File: src/rtl/dac_tx_pkg.sv
// dac_tx_pkg
//   Shared definitions for the serial DAC transmitter: FSM state encoding,
//   load-strobe mode constants and the channel-index width helper.
package dac_tx_pkg;

  typedef enum logic [2:0] {
    ST_IDLE,
    ST_LOAD,
    ST_SHIFT,
    ST_GAP,
    ST_LATCH,
    ST_DONE
  } state_t;

  // ld after every channel, or a single ld after the last enabled channel
  localparam int LD_EACH = 0;
  localparam int LD_LAST = 1;

  // Width of a channel index; a single-channel build still gets one bit.
  function automatic int ch_idx_w(input int n_ch);
    return (n_ch <= 1) ? 1 : $clog2(n_ch);
  endfunction

endpackage

File: src/rtl/dac_bit_timer.sv
// dac_bit_timer
//   Bit timing for the serial DAC link. A CLK_DIV prescaler toggles sclk every
//   CLK_DIV cycles while running; a bit lasts one full sclk period (low half
//   first). Restarted at each SHIFT entry so every word begins on a fresh bit.
// Ports:
//   clk, RST   clock, synchronous active-high reset
//   restart    next cycle is the first cycle of a new word
//   run        current cycle is a shift cycle
//   sclk       registered serial bit clock
//   bit_adv    the current cycle is the last of a bit (next cycle starts a new bit)
//   last_bit   the bit being shifted is the final bit of the word
module dac_bit_timer
  import dac_tx_pkg::*;
#(
  parameter int DATA_W  = 16,
  parameter int CLK_DIV = 2
) (
  input  logic clk,
  input  logic RST,
  input  logic restart,
  input  logic run,
  output logic sclk,
  output logic bit_adv,
  output logic last_bit
);

  localparam int CNT_W = (CLK_DIV > 1) ? $clog2(CLK_DIV) : 1;
  localparam int BIT_W = $clog2(DATA_W + 1);

  logic [CNT_W-1:0] cnt_q, cnt_d;
  logic [BIT_W-1:0] bit_q, bit_d;
  logic             sclk_q, sclk_d;
  logic             half_end;

  assign half_end = (cnt_q == CNT_W'(CLK_DIV - 1));
  assign bit_adv  = run && half_end && sclk_q;
  assign last_bit = (bit_q == BIT_W'(DATA_W - 1));
  assign sclk     = sclk_q;

  always_comb begin
    cnt_d  = cnt_q;
    sclk_d = sclk_q;
    bit_d  = bit_q;
    if (restart) begin
      cnt_d  = '0;
      sclk_d = 1'b0;
      bit_d  = '0;
    end else if (run) begin
      if (half_end) begin
        cnt_d  = '0;
        sclk_d = ~sclk_q;
        // the bit ends as the high half ends
        if (sclk_q) bit_d = bit_q + BIT_W'(1);
      end else begin
        cnt_d = cnt_q + CNT_W'(1);
      end
    end else begin
      cnt_d  = '0;
      sclk_d = 1'b0;
    end
  end

  always_ff @(posedge clk) begin
    if (RST) begin
      cnt_q  <= '0;
      sclk_q <= 1'b0;
      bit_q  <= '0;
    end else begin
      cnt_q  <= cnt_d;
      sclk_q <= sclk_d;
      bit_q  <= bit_d;
    end
  end

endmodule

File: src/rtl/dac_serial_tx.sv
// dac_serial_tx
//   Serial DAC transmitter. On a start tick it captures up to N_CH words and
//   shifts each enabled one MSB-first with cs/sclk/sdo, then strobes ld either
//   after every channel (LD_MODE=0) or once after the last one (LD_MODE=1).
//   Every output is a flop loaded from the next-state view of the FSM.
// Ports:
//   clk, RST   clock, synchronous active-high reset (aborts a frame)
//   start      sample tick, honoured only in IDLE
//   data       N_CH words, channel 0 in the LSB slice
//   ch_en      channel enable mask
//   busy       high outside IDLE
//   done       one-cycle pulse at frame end
//   cs         high while a word is being shifted
//   sclk, sdo  serial bit clock and data
//   ch_sel     channel currently shifted / latched
//   ld         one-cycle DAC load strobe
module dac_serial_tx
  import dac_tx_pkg::*;
#(
  parameter int DATA_W  = 16,
  parameter int N_CH    = 2,
  parameter int CLK_DIV = 2,
  parameter int LD_MODE = 0
) (
  input  logic                        clk,
  input  logic                        RST,
  input  logic                        start,
  input  logic [N_CH*DATA_W-1:0]      data,
  input  logic [N_CH-1:0]             ch_en,
  output logic                        busy,
  output logic                        done,
  output logic                        cs,
  output logic                        sclk,
  output logic                        sdo,
  output logic [ch_idx_w(N_CH)-1:0]   ch_sel,
  output logic                        ld
);

  localparam int CW = ch_idx_w(N_CH);

  state_t                   state_q, state_d;
  logic [N_CH*DATA_W-1:0]   data_q, data_d, src_data;
  logic [N_CH-1:0]          mask_q, mask_d, src_mask;
  logic [CW-1:0]            ch_sel_q, ch_sel_d;
  logic [DATA_W-1:0]        sreg_q, sreg_d, next_word;
  logic [CW:0]              search;
  int                       search_from;
  logic                     busy_q, busy_d, done_q, done_d, cs_q, cs_d;
  logic                     sdo_q, sdo_d, ld_q, ld_d;
  logic                     timer_restart, timer_run, bit_adv, last_bit;

  // Lowest enabled channel at or above 'from'; MSB of the result flags a hit.
  function automatic logic [CW:0] find_en(input logic [N_CH-1:0] mask, input int from);
    logic [CW:0] res;
    res = '0;
    for (int i = N_CH - 1; i >= 0; i--) begin
      if (i >= from && mask[i]) res = {1'b1, CW'(i)};
    end
    return res;
  endfunction

  assign timer_run = (state_q == ST_SHIFT);

  dac_bit_timer #(
    .DATA_W  (DATA_W),
    .CLK_DIV (CLK_DIV)
  ) u_timer (
    .clk      (clk),
    .RST      (RST),
    .restart  (timer_restart),
    .run      (timer_run),
    .sclk     (sclk),
    .bit_adv  (bit_adv),
    .last_bit (last_bit)
  );

  always_comb begin
    state_d  = state_q;
    data_d   = data_q;
    mask_d   = mask_q;
    ch_sel_d = ch_sel_q;
    sreg_d   = sreg_q;
    // In LOAD the search runs on the live inputs so the first word is ready
    // for the very first SHIFT cycle; later it looks above the current channel.
    src_data    = (state_q == ST_LOAD) ? data  : data_q;
    src_mask    = (state_q == ST_LOAD) ? ch_en : mask_q;
    search_from = (state_q == ST_LOAD) ? 0 : int'(ch_sel_q) + 1;
    search      = find_en(src_mask, search_from);
    next_word   = src_data[int'(search[CW-1:0]) * DATA_W +: DATA_W];

    case (state_q)
      ST_IDLE: begin
        if (start) state_d = ST_LOAD;
      end
      ST_LOAD: begin
        data_d = data;
        mask_d = ch_en;
        if (search[CW]) begin
          ch_sel_d = search[CW-1:0];
          sreg_d   = next_word;
          state_d  = ST_SHIFT;
        end else begin
          state_d = ST_DONE;
        end
      end
      ST_SHIFT: begin
        if (bit_adv) begin
          if (last_bit) state_d = ST_GAP;
          else          sreg_d  = {sreg_q[DATA_W-2:0], 1'b0};
        end
      end
      ST_GAP: begin
        if (LD_MODE == LD_EACH || !search[CW]) begin
          state_d = ST_LATCH;
        end else begin
          ch_sel_d = search[CW-1:0];
          sreg_d   = next_word;
          state_d  = ST_SHIFT;
        end
      end
      ST_LATCH: begin
        if (search[CW]) begin
          ch_sel_d = search[CW-1:0];
          sreg_d   = next_word;
          state_d  = ST_SHIFT;
        end else begin
          state_d = ST_DONE;
        end
      end
      ST_DONE: state_d = ST_IDLE;
      default: state_d = ST_IDLE;
    endcase

    timer_restart = (state_d == ST_SHIFT) && (state_q != ST_SHIFT);
    busy_d = (state_d != ST_IDLE);
    done_d = (state_d == ST_DONE);
    cs_d   = (state_d == ST_SHIFT);
    ld_d   = (state_d == ST_LATCH);
    sdo_d  = (state_d == ST_SHIFT) && sreg_d[DATA_W-1];
  end

  always_ff @(posedge clk) begin
    if (RST) begin
      state_q  <= ST_IDLE;
      data_q   <= '0;
      mask_q   <= '0;
      ch_sel_q <= '0;
      sreg_q   <= '0;
      busy_q   <= 1'b0;
      done_q   <= 1'b0;
      cs_q     <= 1'b0;
      sdo_q    <= 1'b0;
      ld_q     <= 1'b0;
    end else begin
      state_q  <= state_d;
      data_q   <= data_d;
      mask_q   <= mask_d;
      ch_sel_q <= ch_sel_d;
      sreg_q   <= sreg_d;
      busy_q   <= busy_d;
      done_q   <= done_d;
      cs_q     <= cs_d;
      sdo_q    <= sdo_d;
      ld_q     <= ld_d;
    end
  end

  assign busy   = busy_q;
  assign done   = done_q;
  assign cs     = cs_q;
  assign sdo    = sdo_q;
  assign ld     = ld_q;
  assign ch_sel = ch_sel_q;

endmodule

File: config.mk
export PLATFORM = sky130hd
export DESIGN_NAME = dac_serial_tx
export DESIGN_NICKNAME = d
export VERILOG_FILES = /design/src/rtl/dac_tx_pkg.sv /design/src/rtl/dac_bit_timer.sv /design/src/rtl/dac_serial_tx.sv
export SDC_FILE = /design/constraint.sdc
export NUM_CORES = 1
export LEC_CHECK = 0
export BUFFER_PORTS_ARGS = -buffer_cell sky130_fd_sc_hd__buf_2
export CAP_MARGIN = 20
export CORE_ASPECT_RATIO = 0.7
export CORE_MARGIN = 3
export CORE_UTILIZATION = 30
export DETAILED_ROUTE_END_ITERATION = 8
export GPL_ROUTABILITY_DRIVEN = 0
export GPL_TIMING_DRIVEN = 1
export PLACE_DENSITY_LB_ADDON = 0.15
export SYNTH_ARGS = -nofsm -noshare
export SYNTH_HDL_FRONTEND = slang
export SYNTH_SLANG_ARGS = --single-unit
File: constraint.sdc
create_clock -name clk -period 4.86 [get_ports clk]
set_clock_uncertainty 0.1 [all_clocks]
set_input_delay 0.729 -clock clk [delete_from_list [all_inputs] [get_ports clk]]
set_output_delay 0.729 -clock clk [all_outputs]
set_load 0.03 [all_outputs]
==> results of run 1 <==
==> flip-flops by register name (all words and copies together), names as in the netlist <==
| name | cells |
|---|---|
| state_q | 3 |
| mask_q | 1 |
| data_q | 16 |
| ch_sel | 1 |
| sdo | 1 |
| u_timer.sclk | 1 |
| done | 1 |
| u_timer.bit_q | 5 |
| u_timer.cnt_q | 1 |
| sreg_q | 16 |
| ld | 1 |
| cs | 1 |
| busy | 1 |
==> how the worst min path moves through the flow <==
| stage | startpoint | endpoint | slack, ns | cells past startpoint |
|---|---|---|---|---|
| after floorplan | data_q[16] | data_q[16] | 0.33 | 2 |
| after global placement | data_q[26] | data_q[26] | 0.35 | 2 |
| after detailed placement | data_q[21] | data_q[21] | 0.35 | 2 |
| after CTS | data_q[21] | data_q[21] | 0.36 | 2 |
| after global routing | data_q[30] | data_q[30] | 0.38 | 2 |
| final | data_q[21] | data_q[21] | 0.36 | 2 |
==> placed cells by master (no fill, tap or decap), drive strengths merged, types with 2 or more instances in the layout <==
master  count
a21bo       2
a21oi      24
a222oi     13
a22oi       3
a311oi     14
and2        3
buf        45
clkbuf      6
clkinv      2
dfxtp      49
ha          2
inv         3
nand2      52
nand2b      3
nand3       4
nand3b      4
nor2        9
nor2b       5
nor3       21
nor3b       4
nor4bb      2
o21ai       6
or3b        2
xnor2       3
==> per-layer routing <==
metal	routed length, um	track usage	vias to the layer above
li1	-	-	1044
met3	381	0.0273	7
met5	0	0	-
met4	59	0.0365	0
met2	2280	0.169	75
met1	3430	0.235	959
==> stage by stage <==
step | hold slack [ns] | utilization | setup slack [ns] | cells | cell area, sq um
after floorplan | 0.328 | - | 2.85 | 268 | 2340
after global placement | 0.349 | 0.345 | 2.13 | 386 | 2570
after detailed placement | 0.347 | 0.345 | 2.17 | 386 | 2570
after CTS | 0.358 | 0.358 | 2.12 | 394 | 2670
after global routing | 0.380 | 0.358 | 1.92 | 394 | 2670
final | 0.360 | 0.358 | 2.14 | 394 | 2670
==> power by group through the flow <==
stage               combinational, mW  clock (mW)  sequential, mW
finish                          0.153       0.257           0.454
global route                    0.171       0.282           0.459
CTS                             0.154       0.264           0.454
detailed placement              0.153           0           0.464
global placement                0.155           0           0.464
floorplan                       0.113           0           0.458
==> worst min-delay path: cells and delay by family, from the launching register on <==
| kind | cells | cell delay, ns |
|---|---|---|
| AND/OR/NAND/NOR | 1 | 0.05 |
| AO/OA/AOI/OAI | 1 | 0.05 |
| flip-flops | 1 | 0.32 |
==> kinds of logic after synthesis <==
family	Yosys count
XOR/XNOR	4
buffers and inverters	28
AO/OA/AOI/OAI	72
adder cells (fa/ha/maj)	2
AND/OR/NAND/NOR	113
flip-flops	49
==> cell type report <==
class	instances	area (sq um)	share of cell area
sequential	49	981	0.367
inverter	3	11.3	0.00422
timing repair buffer	45	230	0.0862
multi-input combinational	191	1230	0.460
clock buffer	6	82.6	0.0309
clock inverter	2	13.8	0.00515
tap	98	123	0.0459
==> flow_results.org, run 1 <==
** Run status
- Result of the run :: finished, final reports clean

** Logic synthesis
- Proportion of synthesized area in mux cells :: 0
- Ranking of synthesized cells by area :: sky130_fd_sc_hd__dfxtp_1 (42%), sky130_fd_sc_hd__nand2_1 (8.3%), sky130_fd_sc_hd__a222oi_1 (5.6%)
- By count the netlist is led by sky130_fd_sc_hd__nand2_1 (52), sky130_fd_sc_hd__dfxtp_1 (49), sky130_fd_sc_hd__a21oi_1 (24), sky130_fd_sc_hd__nor3_1 (20), sky130_fd_sc_hd__clkbuf_1 (14).
- Cell taking the most area after synthesis :: sky130_fd_sc_hd__dfxtp_1
- Most used flip-flop cell after synthesis :: sky130_fd_sc_hd__dfxtp_1
- Post-synth EDFFs :: 0
- Largest family of logic cells by synthesized area :: compound AO/OA/AOI/OAI gates
- Share of the synthesized area in the top cell type :: 0.419
- Syn. warnings :: 0
- Among all cell types in the netlist, the one instantiated most often is sky130_fd_sc_hd__nand2_1.
- The mapped netlist covers 0.00234 sq mm.
- Fraction of synthesis flops using an asynchronous set or reset pin :: 0
- Number of distinct library cells after synthesis :: 45
- After synthesis, the mean cell area works out to 8.74 sq um.
- Gate count of the mapped netlist :: 268
- Of the total synthesized cell area, the portion taken by AND, OR, NAND and NOR gates is 0.248.
- Of the total synthesized cell area, the portion taken by full adders, half adders and majority gates is 0.0107.
- Mapped Nets :: 307
- Of the synthesized area, sequential elements account for 0.419.
- FF+latch count, synth :: 49
- Of the total synthesized cell area, the portion taken by XOR and XNOR cells is 0.0149.
- The compound-cell area share of the yosys netlist was 0.248.

** GRT
- The via count of the first global-routing pass came to 1845.
- Entering global routing, the biggest net connects 45 pins.
- Remaining global-route overflow :: 0
- Initial antenna violation count :: 0
- Overall global routing resource usage :: 0.140
- The first global-routing pass estimated 9940 um of wire.

** Flow run
- Across the run, the number of max-cap violations was 0.

** Hold path
- Type of the most critical hold path :: reg2reg

** Clocking
- Clock tree buffer depth :: 2
- Inserted Clock Buffers :: 5
- The clock drives 49 sinks.
- CTS Root Buffer Type :: sky130_fd_sc_hd__clkbuf_8
- Clk pin slew, worst setup/hold paths :: 0.10 ns
- Post-cts gate resize count :: 0
- At the later pin of the worst-skew pair, clock insertion delay measures 0.31 ns.
- Hold repair after CTS inserted 0 buffers.
- TritonCTS clock tree :: built
- Post-CTS setup buffer count :: 0
- Number of levels the H-tree was split into :: 2

** Detailed routing
- Summing over every cut layer, the via total after detailed routing is 2085.
- In the final routed layout, each cell accounts on average for 15.6 um.
- Vias per Instance :: 5.29
- Pre-antenna DRT Iters :: 6
- Total Routed Length :: 6150 um
- The detailed router finished its first iteration with 213 violations.
- ANT nets after route :: 0
- Drc violations :: 0

** Finish
- Fill cell instance count of the final layout :: 761
- Area added between synthesis and finish :: 13.9%
- Fraction of layout instances using a drive strength above 1 :: 0.236
- Final net count :: 334
- Antenna cell count :: 0

** Setup path
- Max Fanout on Critical Path :: 28
- The critical path crosses 4 cells after its start point.
- Launching element of the worst setup path :: state_q[1]
- For the worst setup path, the data arrival time is 2.84 ns.
- The critical path in this run is classified as reg2reg.
- Crit. End Element :: register
- Capture point of the worst reg-to-reg path :: sreg_q[2]
- Cells along the critical path :: or3b_1, nor3_4, nand2_1, a311oi_2
- Kind of cell adding the most delay to the critical path :: simple AND/OR/NAND/NOR gates
- Crit path max-delay cell type :: sky130_fd_sc_hd__nor3_4
- Last element of the critical path :: sreg_q[2]
- For the worst setup path, the data required time is 4.98 ns.
- The worst setup path is launched from a register.
- On the worst path, the slowest cell contributes a delay of 0.80 ns.
- Depth of the worst register-to-register path :: 4
- The worst register-to-register path begins at state_q[1].
- Buf+Inv Stages, Crit Path :: 0
- Flop-to-flop setup slack :: 2.14 ns

** Power
- For this design the ratio of total power to cell area is 324 mW/mm^2.
- In this run the static leakage power is 0.919 nW.
- Internal power consumption :: 0.609 mW
- Portion of total power attributed to combinational logic :: 0.177
- Switching power :: 0.256 mW
- Power comes to 0.865 mW.
- Sequential group share of total power :: 0.525
- Clock power frac :: 0.297
- Worst vdd rail ir drop :: 115 uV
- Of the total power, the share spent switching nets is 0.296.

** Floorplanning
- Floorplan die width :: 112 um
- Number of placed I/O pins :: 44
- Die H :: 79.9 um
- Area of the core :: 0.00745 sq mm
- Cell Rows :: 26
- The initial utilization of the core area, before any placement, comes to 0.315.
- Total Die Area :: 0.00893 sq mm

** STA
- Headroom to the max-slew limit came out at 0.381.
- The final number of max-transition violations came to 0.
- At the pin with the least slew margin, the transition time is 0.926 ns.
- Number of hold violations in the final report :: 0
- Total Negative Setup Slacks :: 0 ns
- In the finished design, the share of the clock period the worst path needs comes to 0.560.
- Setup violations remaining at the end of the flow were counted as 0.
- Final critical-path required period :: 2.72 ns
- Setup repair after global routing left no endpoint under its margin.
- Max Freq :: 0.368 GHz

** Placed design
- Half-perimeter wire length of the detailed placement result :: 4420 um
- The count of buffers added on input and output ports is 43.
Power figures use the tool's default switching activity.
==> run 2, diff against run 1 <==
- clock period: 4.86 -> 2.4 ns (I/O delays scaled with it)
==> flow_results.org, run 2 (synthesis results as in run 1) <==
** Run status
- Result of the run :: finished, final reports clean

** Finish
- Multi-input gate area :: 0.00123 sq mm
- Leading registers by flop count :: data_q x16, sreg_q x16, u_timer.bit_q x5
- Most frequent cells in the layout :: sky130_fd_sc_hd__nand2_1 (52), sky130_fd_sc_hd__dfxtp_1 (49), sky130_fd_sc_hd__buf_2 (43)
- Final net count :: 344
- Once layout is complete, the utilization of the core stands at 0.370.
- Area added between synthesis and finish :: 17.5%
- Leaving out filler cells and counting taps, the final layout contains 404.
- Sequential cell area :: 981 sq um
- Final std cell area, no fill :: 0.00275 sq mm
- In the final layout, the share of cells above drive strength 1 is 0.265.
- Fill cells in the final layout number 761.
- The library cell used most frequently in the layout, excluding fill and tap cells, is sky130_fd_sc_hd__nand2_1.
- Antenna cell count :: 0

** Setup path
- Crit path kind :: reg2reg
- The kind of cell with the highest combined delay along the critical path is compound AO/OA/AOI/OAI gates.
- Cells along the critical path :: buf_4, nor3b_2, buf_4, nand3b_1, a21bo_2, a2111oi_2
- Crit. End Element :: register
- Slowest stage delay, CP :: 0.44 ns
- The setup check on the worst reg-to-reg path leaves a slack of 0.26 ns.
- Arrival time reported for the critical path endpoint :: 2.22 ns
- WP data required :: 2.48 ns
- On the critical path, the stage with the largest delay is an instance of sky130_fd_sc_hd__dfxtp_1.
- Max Fanout on Critical Path :: 19
- Startpoint class of the critical path :: register
- The critical path contains buffers and inverters numbering 2 combined.
- Cell repeated most along the worst path :: sky130_fd_sc_hd__buf_4

** Floorplanning
- Cell Rows :: 26
- The die covers 0.00893 sq mm.
- After floorplanning, the core was sized to cover 0.00745 sq mm.
- During I/O placement, the number of pins put on the boundary was 44.
- Initial cell density of the core :: 0.315
- Die H :: 79.9 um
- Floorplan die width :: 112 um

** Detailed routing
- The pre-antenna-repair detailed-routing pass consisted of 6 iterations.
- Routed wirelength normalized by instance count :: 15.6 um
- Across all layers, the routed design uses 2067 vias.
- For this run, design rule violations remaining after detail routing come to 0.
- Drt initial violations :: 157
- Total Routed Length :: 6310 um
- ANT nets after route :: 0
- After detailed routing, the number of vias per cell comes to 5.12.

** Power
- Overall power consumption after layout is estimated at 1.74 mW.
- In this run the power density over the cells is 633 mW/mm^2.
- Leak pwr :: 0.966 nW
- VDD sags by at most 203 uV.

** Clocking
- Counting the buffers created by CTS gives 5.
- Post-cts gate resize count :: 0
- In this run the clock root is driven by a sky130_fd_sc_hd__clkbuf_8.
- In this run the number of H-tree levels came out at 2.
- For the worst-skew pair, the clock arrives at the later sink with an insertion delay of 0.30 ns.
- Clk pin slew, worst setup/hold paths :: 0.10 ns
- The tree built by TritonCTS fans out to 49 sinks.
- TritonCTS built the clock tree.
- In this run the deepest clock path goes through 2 buffers.
- Number of hold buffers added after cts :: 0
- Once the clock tree was built, the setup fixing pass inserted 0 buffers.

** GRT
- Entering global routing, the biggest net connects 34 pins.
- Overall global routing resource usage :: 0.144
- Summed over all layers, the global routing overflow is 0.
- GR peak layer :: met1
- Global-route track usage on met2 :: 0.191
- Wire length of the first global-routing pass :: 10400 um
- Met1 usage in global routing :: 0.227
- Initial antenna violation count :: 0
- Global-route track usage on met3 :: 0.0318
- The via count of the first global-routing pass was 1993.

** Flow run
- Max Cap Violations :: 0

** STA
- Worst Max-Slew Pin Slew :: 0.508 ns
- Static timing analysis puts the maximum clock frequency at 0.467 GHz.
- Max-slew violation count :: 0
- The worst path in the final design needs a cycle of 2.14 ns, including I/O delays and setup.
- In the finished design, the share of the clock period the worst path needs comes to 0.893.
- Hold timing on the final database bottoms out at a slack of 0.196 ns.
- Number of hold violations in the final report :: 0
- Setup violations remaining at the end of the flow were counted as 0.
- Worst max-slew margin expressed relative to the limit :: 0.661
- After layout, the worst setup slack is 0.257 ns.
- Total Negative Setup Slacks :: 0 ns
- Setup repair after global routing left no endpoint under its margin.

** Placed design
- Half-perimeter wire length of the detailed placement result :: 4510 um
- In this run, placement finished with an instance count of 396.
- Placed instance area :: 0.00266 sq mm
- Input and output buffers added on the ports amount to 43.
- Place WS :: 0.0813 ns

** Hold path
- The tightest min-delay check is of the in2reg type.
-- run 2: cell types whose count changed in the layout (fill, tap and decap cells not counted) --
cell,change
sky130_fd_sc_hd__buf_4,+9
sky130_fd_sc_hd__clkinvlp_4,+1
sky130_fd_sc_hd__clkinv_2,+1
sky130_fd_sc_hd__a2111oi_0,-1
sky130_fd_sc_hd__clkbuf_8,-1
sky130_fd_sc_hd__a2111oi_2,+1
sky130_fd_sc_hd__clkinv_4,-1
sky130_fd_sc_hd__buf_12,+1
-- run 2: worst min-delay path, cell delays in order --
cell	delay (ns)
sky130_fd_sc_hd__buf_2	0.11
sky130_fd_sc_hd__nand2_1	0.05
sky130_fd_sc_hd__a21oi_1	0.05
-- run 2: final timing paths --
path / from / end / depth (start not counted)
worst max-delay path: state_q[1] / sdo / 6
worst min-delay path: data[18] / data_q[18] / 3
worst max register to register: state_q[1] / sdo / 6
worst min register to register: data_q[22] / data_q[22] / 2
-- run 2: area by class of cell --
cell class / count / area share
timing repair buffer: 55 / 0.115
clock buffer: 5 / 0.0250
tap: 98 / 0.0445
sequential: 49 / 0.356
inverter: 3 / 0.00409
multi-input combinational: 191 / 0.448
clock inverter: 3 / 0.00636
-- run 2: report_power, final --
part           leakage [nW]  internal, mW  switching, mW
sequential            0.399         0.873         0.0395
combinational         0.523         0.141          0.199
clock                0.0439         0.202          0.287
-- run 2: routing by layer --
metal,wire [um],vias up
met5,0,-
met4,57,0
met3,302,7
met2,2510,46
met1,3440,959
li1,-,1055
